==> src/rtl/bluetooth_tx_arbiter.sv <==
// Round-robin arbiter that frames one requester's payload as
// sync, source id, payload, checksum and drives it byte by byte
// over the sender's start/data/done handshake, with a per-byte watchdog.
module bluetooth_tx_arbiter #(
  parameter int unsigned NUM_REQ     = 2,
  parameter int unsigned PAYLOAD_LEN = 7,
  parameter logic [7:0]  SYNC_BYTE   = 8'hAA,
  parameter int unsigned TIMEOUT_CYC = 2000000
) (
  input  logic                           clk,
  input  logic                           rst,
  input  logic [NUM_REQ-1:0]             req,
  input  logic [NUM_REQ*PAYLOAD_LEN*8-1:0] req_payload,
  output logic [NUM_REQ-1:0]             gnt,
  output logic [NUM_REQ-1:0]             pkt_done,
  output logic                           pkt_err,
  output logic                           busy,
  output logic                           bt_start,
  output logic [7:0]                     bt_data,
  input  logic                           bt_done
);

  localparam int unsigned SW        = (NUM_REQ > 1) ? $clog2(NUM_REQ) : 1;
  localparam int unsigned FRAME_LEN = PAYLOAD_LEN + 3;
  localparam int unsigned IW        = $clog2(FRAME_LEN);
  localparam int unsigned PW        = (PAYLOAD_LEN > 1) ? $clog2(PAYLOAD_LEN) : 1;
  localparam int unsigned PLW       = PAYLOAD_LEN * 8;
  localparam int unsigned WW        = (TIMEOUT_CYC > 2) ? $clog2(TIMEOUT_CYC) : 1;

  localparam logic [IW-1:0] LAST_IDX = IW'(FRAME_LEN - 1);
  localparam logic [IW-1:0] PAY_LO   = IW'(2);
  localparam logic [IW-1:0] PAY_HI   = IW'(PAYLOAD_LEN + 1);
  // Abort is taken on the cycle the watchdog steps onto TIMEOUT_CYC-1,
  // so pkt_err lands exactly TIMEOUT_CYC cycles after bt_start.
  localparam logic [WW-1:0] WD_HIT   = WW'(TIMEOUT_CYC - 2);

  typedef enum logic [2:0] {IDLE, ISSUE, WAIT, FINISH, ABORT} state_t;

  state_t            state, state_n;
  logic [SW-1:0]     win, win_n;
  logic [SW-1:0]     ptr, ptr_n;
  logic [IW-1:0]     idx, idx_n;
  logic [7:0]        chk, chk_n;
  logic [WW-1:0]     wd, wd_n;
  logic [NUM_REQ-1:0] gnt_n, pkt_done_n;
  logic              pkt_err_n, busy_n, bt_start_n;
  logic [7:0]        bt_data_n;
  logic              buf_load;

  logic [7:0]        pay_buf [PAYLOAD_LEN];
  logic [SW-1:0]     rr_win;
  int unsigned       rr_cand;
  logic [PLW-1:0]    win_payload;
  logic [7:0]        cur_byte;
  logic [SW-1:0]     ptr_adv;

  // Round-robin pick: lowest offset from ptr with req set wins.
  always_comb begin
    rr_win  = ptr;
    rr_cand = 0;
    for (int unsigned i = NUM_REQ; i > 0; i--) begin
      rr_cand = (32'(ptr) + i - 1) % NUM_REQ;
      if (req[SW'(rr_cand)]) rr_win = SW'(rr_cand);
    end
  end

  // Payload slice of the candidate winner and pointer advance past current winner.
  always_comb begin
    win_payload = PLW'(req_payload >> (32'(rr_win) * PLW));
    ptr_adv     = (win == SW'(NUM_REQ - 1)) ? '0 : win + SW'(1);
  end

  // Byte selected by the frame index.
  always_comb begin
    cur_byte = pay_buf[PW'(idx - PAY_LO)];
    if (idx == '0)            cur_byte = SYNC_BYTE;
    else if (idx == IW'(1))   cur_byte = 8'(win);
    else if (idx == LAST_IDX) cur_byte = chk;
  end

  // Payload buffer, captured at grant so later input changes cannot leak in.
  always_ff @(posedge clk or negedge rst) begin
    if (!rst) begin
      for (int i = 0; i < int'(PAYLOAD_LEN); i++) pay_buf[i] <= '0;
    end else if (buf_load) begin
      for (int i = 0; i < int'(PAYLOAD_LEN); i++) pay_buf[i] <= win_payload[i*8 +: 8];
    end
  end

  // State and registered outputs.
  always_ff @(posedge clk or negedge rst) begin
    if (!rst) begin
      state    <= IDLE;
      win      <= '0;
      ptr      <= '0;
      idx      <= '0;
      chk      <= '0;
      wd       <= '0;
      gnt      <= '0;
      pkt_done <= '0;
      pkt_err  <= 1'b0;
      busy     <= 1'b0;
      bt_start <= 1'b0;
      bt_data  <= 8'h00;
    end else begin
      state    <= state_n;
      win      <= win_n;
      ptr      <= ptr_n;
      idx      <= idx_n;
      chk      <= chk_n;
      wd       <= wd_n;
      gnt      <= gnt_n;
      pkt_done <= pkt_done_n;
      pkt_err  <= pkt_err_n;
      busy     <= busy_n;
      bt_start <= bt_start_n;
      bt_data  <= bt_data_n;
    end
  end

  // Next-state and next-output logic.
  always_comb begin
    state_n    = state;
    win_n      = win;
    ptr_n      = ptr;
    idx_n      = idx;
    chk_n      = chk;
    wd_n       = wd;
    gnt_n      = gnt;
    pkt_done_n = '0;
    pkt_err_n  = 1'b0;
    busy_n     = busy;
    bt_start_n = 1'b0;
    bt_data_n  = bt_data;
    buf_load   = 1'b0;
    case (state)
      IDLE: begin
        if (|req) begin
          gnt_n    = NUM_REQ'(1) << rr_win;
          busy_n   = 1'b1;
          win_n    = rr_win;
          idx_n    = '0;
          chk_n    = 8'(rr_win);
          buf_load = 1'b1;
          state_n  = ISSUE;
        end
      end
      ISSUE: begin
        bt_start_n = 1'b1;
        bt_data_n  = cur_byte;
        wd_n       = '0;
        if (idx >= PAY_LO && idx <= PAY_HI) chk_n = chk ^ cur_byte;
        state_n    = WAIT;
      end
      WAIT: begin
        wd_n = wd + WW'(1);
        if (bt_done) begin
          if (idx == LAST_IDX) begin
            state_n = FINISH;
          end else begin
            idx_n   = idx + IW'(1);
            state_n = ISSUE;
          end
        end else if (wd == WD_HIT) begin
          state_n = ABORT;
        end
      end
      FINISH: begin
        pkt_done_n = gnt;
        gnt_n      = '0;
        busy_n     = 1'b0;
        ptr_n      = ptr_adv;
        state_n    = IDLE;
      end
      ABORT: begin
        pkt_err_n = 1'b1;
        gnt_n     = '0;
        busy_n    = 1'b0;
        ptr_n     = ptr_adv;
        state_n   = IDLE;
      end
      default: state_n = IDLE;
    endcase
  end

endmodule

==> config.mk <==
export PLATFORM = sky130hd
export DESIGN_NAME = bluetooth_tx_arbiter
export DESIGN_NICKNAME = d
export VERILOG_FILES = /design/src/rtl/bluetooth_tx_arbiter.sv
export SDC_FILE = /design/constraint.sdc
export NUM_CORES = 1
export LEC_CHECK = 0
export ABC_AREA = 1
export CORE_MARGIN = 4
export CORE_UTILIZATION = 55
export DETAILED_ROUTE_END_ITERATION = 12
export PLACE_DENSITY = 0.95
export SLEW_MARGIN = 10
export SYNTH_ARGS = -nofsm -noshare
export SYNTH_HDL_FRONTEND = slang
export SYNTH_SLANG_ARGS = --single-unit
==> constraint.sdc <==
create_clock -name clk -period 3.4 [get_ports clk]
set_input_delay 0.34 -clock clk [delete_from_list [all_inputs] [get_ports clk]]
set_output_delay 0.34 -clock clk [all_outputs]
set_load 0.02 [all_outputs]
; ---- After elaboration in Yosys (flattened, before gate mapping)
; Index checks and enable logic that the tools add are counted.
[op_classes]
reduce_logical = 14
muxes = 35
n_eq_ne = 12
magnitude_cmp = 5
n_addsub = 8
shifts = 2
n_mul = 1
n_bitwise = 2
[op_table]
columns = op, n
row1 = 112-bit by 7-bit >> shifter with 56-bit output, 1
row2 = 8-bit two-way mux, 7
row3 = 21-bit one-hot mux with 2 select lines, 1
row4 = 8-bit binary-select mux with 3-bit select, 1
row5 = 21-bit by 1-bit adder with 21-bit output (second input constant), 1
row6 = 21-bit equality test (second input constant), 1
row7 = 8-bit one-hot mux with 2 select lines, 1
row8 = 1-bit two-way mux, 12
row9 = 4-bit two-way mux, 3
row10 = 3-bit two-way mux, 3
row11 = 3-bit one-hot mux with 3 select lines, 1
row12 = 2-bit != test (second input constant), 4
row13 = 4-bit one-hot mux with 2 select lines, 1
row14 = 2-bit nonzero test, 4
row15 = 8-bit XOR, 1
row16 = 3-bit by 2-bit equality test with 1-bit output (second input constant), 2
row17 = 2-bit two-way mux, 3
row18 = 2-bit AND reduction, 3
row19 = 4-bit by 1-bit adder with 4-bit output (second input constant), 1
row20 = 4-bit by 1-bit equality test with 1-bit output (second input constant), 1
row21 = 4-bit equality test (second input constant), 1
row22 = 4-bit by 2-bit greater-or-equal comparator with 1-bit output (second input constant), 1
row23 = 4-bit greater-or-equal comparator (second input constant), 1
row24 = 4-bit less-or-equal comparator (second input constant), 1
row25 = 18 further kinds, 23
[totals]
out_inout_bits = 15
regBits = 109
wordCells = 98

; ---- Logic depth before layout (Yosys ltp)
[logic_depth]
ltp_word = 11
ltp_mapped = 13
depth_no_buf = 11

; ---- Worst setup path before layout
; No wires, ideal clock.
[synth_timing]
path_kind = flip-flop to flip-flop
start = register idx[1]
end = register chk[5]
arrival_ps = 1923
setup_ps = 119
t_required_ps = 3281
n_path_buf = 2
synth_period_minus_slack_ps = 2042
slack_ps = 1358
path_stages_with_launch = 13
cell_sequence = dfrtp_1 > inv_1 > buf_1 > ha_1 > clkbuf_1 > a21oi_1 > nand2_1 > nand2_1 > nand2_1 > nand2_1 > nand2_1 > a21oi_1 > nor2_1
[synth_via]
elab_chain_len = 11
word_cells_on_any_way = 19
classes_between = add/sub: 1 / order compare: 2 / eq/ne: 3 / mux: 8 / bitwise: 2 / reduce/logical: 3
[synth_rtl]
columns = element, line_no
row1 = start: declaration, 42  ; logic [IW-1:0] idx, idx_n;
row2 = start signal: assignment, 109  ; idx <= idx_n;
row3 = 3-bit by 2-bit subtractor with 3-bit output, 75  ; cur_byte = pay_buf[PW'(idx - PAY_LO)];
row4 = 3-bit inverter with 4-bit output (not written as such), 75
row5 = 8-bit binary-select mux with 3-bit select, 75
row6 = 8-bit two-way mux (not written as such) (2 in a row), 75
row7 = 8-bit two-way mux, 78  ; else if (idx == LAST_IDX) cur_byte = chk;
row8 = 8-bit two-way mux, 77  ; else if (idx == IW'(1)) cur_byte = 8'(win);
row9 = 8-bit two-way mux, 76  ; if (idx == '0) cur_byte = SYNC_BYTE;
row10 = 8-bit XOR, 152  ; if (idx >= PAY_LO && idx <= PAY_HI) chk_n = chk ^ cur_byte;
row11 = 8-bit two-way mux, 152
row12 = 8-bit one-hot mux with 2 select lines, 136  ; case (state)
row13 = end signal: assignment, 110  ; chk <= chk_n;
row14 = end: declaration, 43  ; logic [7:0] chk, chk_n;
; Parallel ways exist; a longest one is shown, timed or not. The select of a mux whose other input is x is not followed.
; A chain may end at the register's enable or synchronous reset.

; ---- Final worst setup path
[layout_timing]
start = register idx[1]
end = register chk[0]
; Same word-level chain as after synthesis.

==> flow_summary.json <==
{
  "synth_area_um2": 6090,
  "route.top_layer_used": "met4",
  "via_count": 5852,
  "netlist_top_cells_count": "nand2_1 (167), inv_1 (144), nand3_1 (125)",
  "cts_resized": 0,
  "setup_violations": 0,
  "post_cts_buffers": 0,
  "synth-edff-count": 0,
  "synthTopCellsByArea": "dfrtp_1 (45%), nand2_1 (10%), nand3_1 (10%), inv_1 (8.9%), o221ai_1 (4.9%)",
  "maxSlewViolCount": 0,
  "cpPeakStageDelay_ps": 430,
  "grt_max_degree": 64,
  "total_power_uw": 5780,
  "fin_nets": 1032,
  "r2r-start": "idx[1]",
  "start_util_pct": 56.1,
  "min_path_type": "reg2reg",
  "finalCritPeriodShare_pct": 75.1,
  "hold_violations": 0,
  "setup_ws_ps": 846,
  "worst-r2r-cell-count": 11,
  "area_delta_synth_final_pct": 26.6,
  "ys_types": 35,
  "grt_pass1_wl_mm": 26.7,
  "ys_seq_area_share_pct": 44.8,
  "rsz0062_at_grt": "false",
  "h-tree-depth": 3,
  "yosysMostFrequentCell": "nand2_1",
  "drive_above_1_share_pct": 6.25,
  "ant_nets": 0,
  "wl_per_cell_um": 15.1,
  "fillCellCount": 818,
  "drt-vias-per-instance": 5.56,
  "relSlewSlack_pct": 43.5,
  "reg2reg_setup_slack_ps": 850,
  "die_w_um": 113,
  "antenna_cells": 0,
  "drt_pre_antenna_iters": 6,
  "yosysWarnings": 0,
  "maxCapViolCount": 0,
  "hold_end": "ptr",
  "synthesis.instances": 794,
  "power_density_nw_per_um2": 750,
  "clock_latency_ps": 390,
  "min_period_ps": 2550,
  "fin_tns_setup_ps": 0,
  "critical_path_arrival_ps": 2870,
  "first_iter_violations": 468,
  "die_area_um2": 12800,
  "p_leak_uw": 0.00373,
  "status": "completed",
  "cts_tree": "yes",
  "yosysTopAreaCell": "dfrtp_1",
  "remaining_drc_errors": 0,
  "multi_input_area_um2": 2620,
  "path_clk_slew_ps": 100,
  "overflow": 0,
  "cts_root_buf": "clkbuf_8",
  "wl_mm": 15.9,
  "met3_length_mm": 1.08,
  "tightest_slew_ps": 842,
  "core_area_um2": 10800,
  "cts_buffers": 9,
  "dp.cells": 1035,
  "cts_buffer_depth": 2,
  "fin_cells": 1052,
  "crit_top_cell": "inv_1",
  "hpwl_mm": 11.7,
  "synth-main-ff-cell": "dfrtp_1",
  "end_kind": "flop",
  "hp-start": "win",
  "wl_met2_mm": 8.11,
  "cp.required_ps": 3720,
  "fmax_mhz": 392,
  "critPathBufInv": 4,
  "grt_pass1_vias": 5730,
  "place.gp.congestion": 0.870,
  "min_delay_path_depth": 1,
  "dpl_cell_area_um2": 7500,
  "die_y_um": 113,
  "skew_ps": 12.7,
  "critPathKind": "reg2reg",
  "io_pins": 132,
  "crit_family": "buffers and inverters",
  "crit_chain": "buf_4 > inv_1 > ha_1 > nand3_1 > inv_1 > a21oi_1 > nand2_1 > nand3_1 > nand2_1 > inv_1 > nor2_1",
  "placement.io_buffers": 131,
  "slowest_stage": "nand3_1",
  "cts_sinks": 109,
  "startpoint_type": "flop",
  "wl_met1_mm": 6.28,
  "syn_nets": 919,
  "antenna_found_initial": 0,
  "regArea_um2": 2730,
  "peakVddDrop_v": 0.000523,
  "synth_top_area_share_pct": 44.8,
  "cp_max_fo": 23,
  "row_count": 38,
  "worstReg2RegEnd": "chk[0]",
  "async_flop_share_pct": 100,
  "track_usage_pct": 25.5,
  "cts_hold_buf": 1,
  "synth.avg_cell_area_um2": 7.66,
  "final_cell_area_um2": 7700,
  "ys_ff_latch": 109,
  "place_ws_ps": 900
}
==> flip-flops by register name, summed over array words and instances (netlist names), 2 cells and up <==
register / flops
pay_buf: 56
idx: 4
chk: 8
wd: 21
bt_data: 8
gnt: 2
pkt_done: 2
state: 3
==> report_power, final <==
group	internal, uW	total, uW	switching (uW)
combinational	1090	2900	1810
sequential	1790	2060	274
clock	348	816	468
total	3230	5780	2550
==> worst max path at each step <==
stage / from / endpoint / cells past startpoint
4_1_cts: idx[1] / idx[3] / 9
5_1_grt: idx[1] / idx[3] / 9
3_3_place_gp: idx[1] / idx[3] / 9
3_5_place_dp: idx[1] / idx[3] / 9
6_report: idx[1] / chk[0] / 11
2_1_floorplan: idx[1] / chk[5] / 12
==> layer usage <==
| layer | vias up | GRT usage [%] |
|---|---|---|
| met1 | 2749 | 31.2 |
| li1 | 2833 | - |
| met3 | 35 | 6.20 |
| met4 | 0 | 7.77 |
| met5 | - | 0 |
| met2 | 235 | 44.5 |
==> placed cells by master, fill, tap and decap left out, types with 7 or more instances in the layout <==
cell / count
nor2_1: 49
dfrtp_1: 109
clkdlybuf4s50_1: 130
nor4_1: 7
nand2_1: 167
o211ai_2: 18
a21oi_1: 21
nand3_1: 125
o221ai_1: 34
inv_1: 144
o21ai_0: 31
buf_4: 10
clkbuf_8: 9
nand4_1: 7
ha_1: 8
==> kinds of logic after synthesis <==
kind of cell | synth area share (%)
AO/OA/AOI/OAI | 15.1
adder cells (fa/ha/maj) | 1.64
AND/OR/NAND/NOR | 26.1
buffers and inverters | 12.3
flip-flops | 44.8
==> through the flow <==
stage               util [%]  hold slack (ps)
floorplan                  -             44.4
global placement        69.1              401
detailed placement      69.1              400
CTS                     71.1              453
global route            71.1              482
finish                  71.1              454
==> worst reg2reg max path: stages (launching register included) <==
cell	delay (ps)
dfrtp_1	380
buf_4	210
inv_1	400
ha_1	270
nand3_1	430
inv_1	260
a21oi_1	90
nand2_1	140
nand3_1	90
nand2_1	100
inv_1	40
nor2_1	80
==> area by class of cell <==
class | count | area share, %
inverter | 148 | 7.21
sequential | 109 | 35.4
multi-input combinational | 496 | 34.0
clock buffer | 10 | 1.66
timing repair buffer | 143 | 18.5
clock inverter | 6 | 0.910
tap | 140 | 2.27
(Power assumes the default switching activity.)
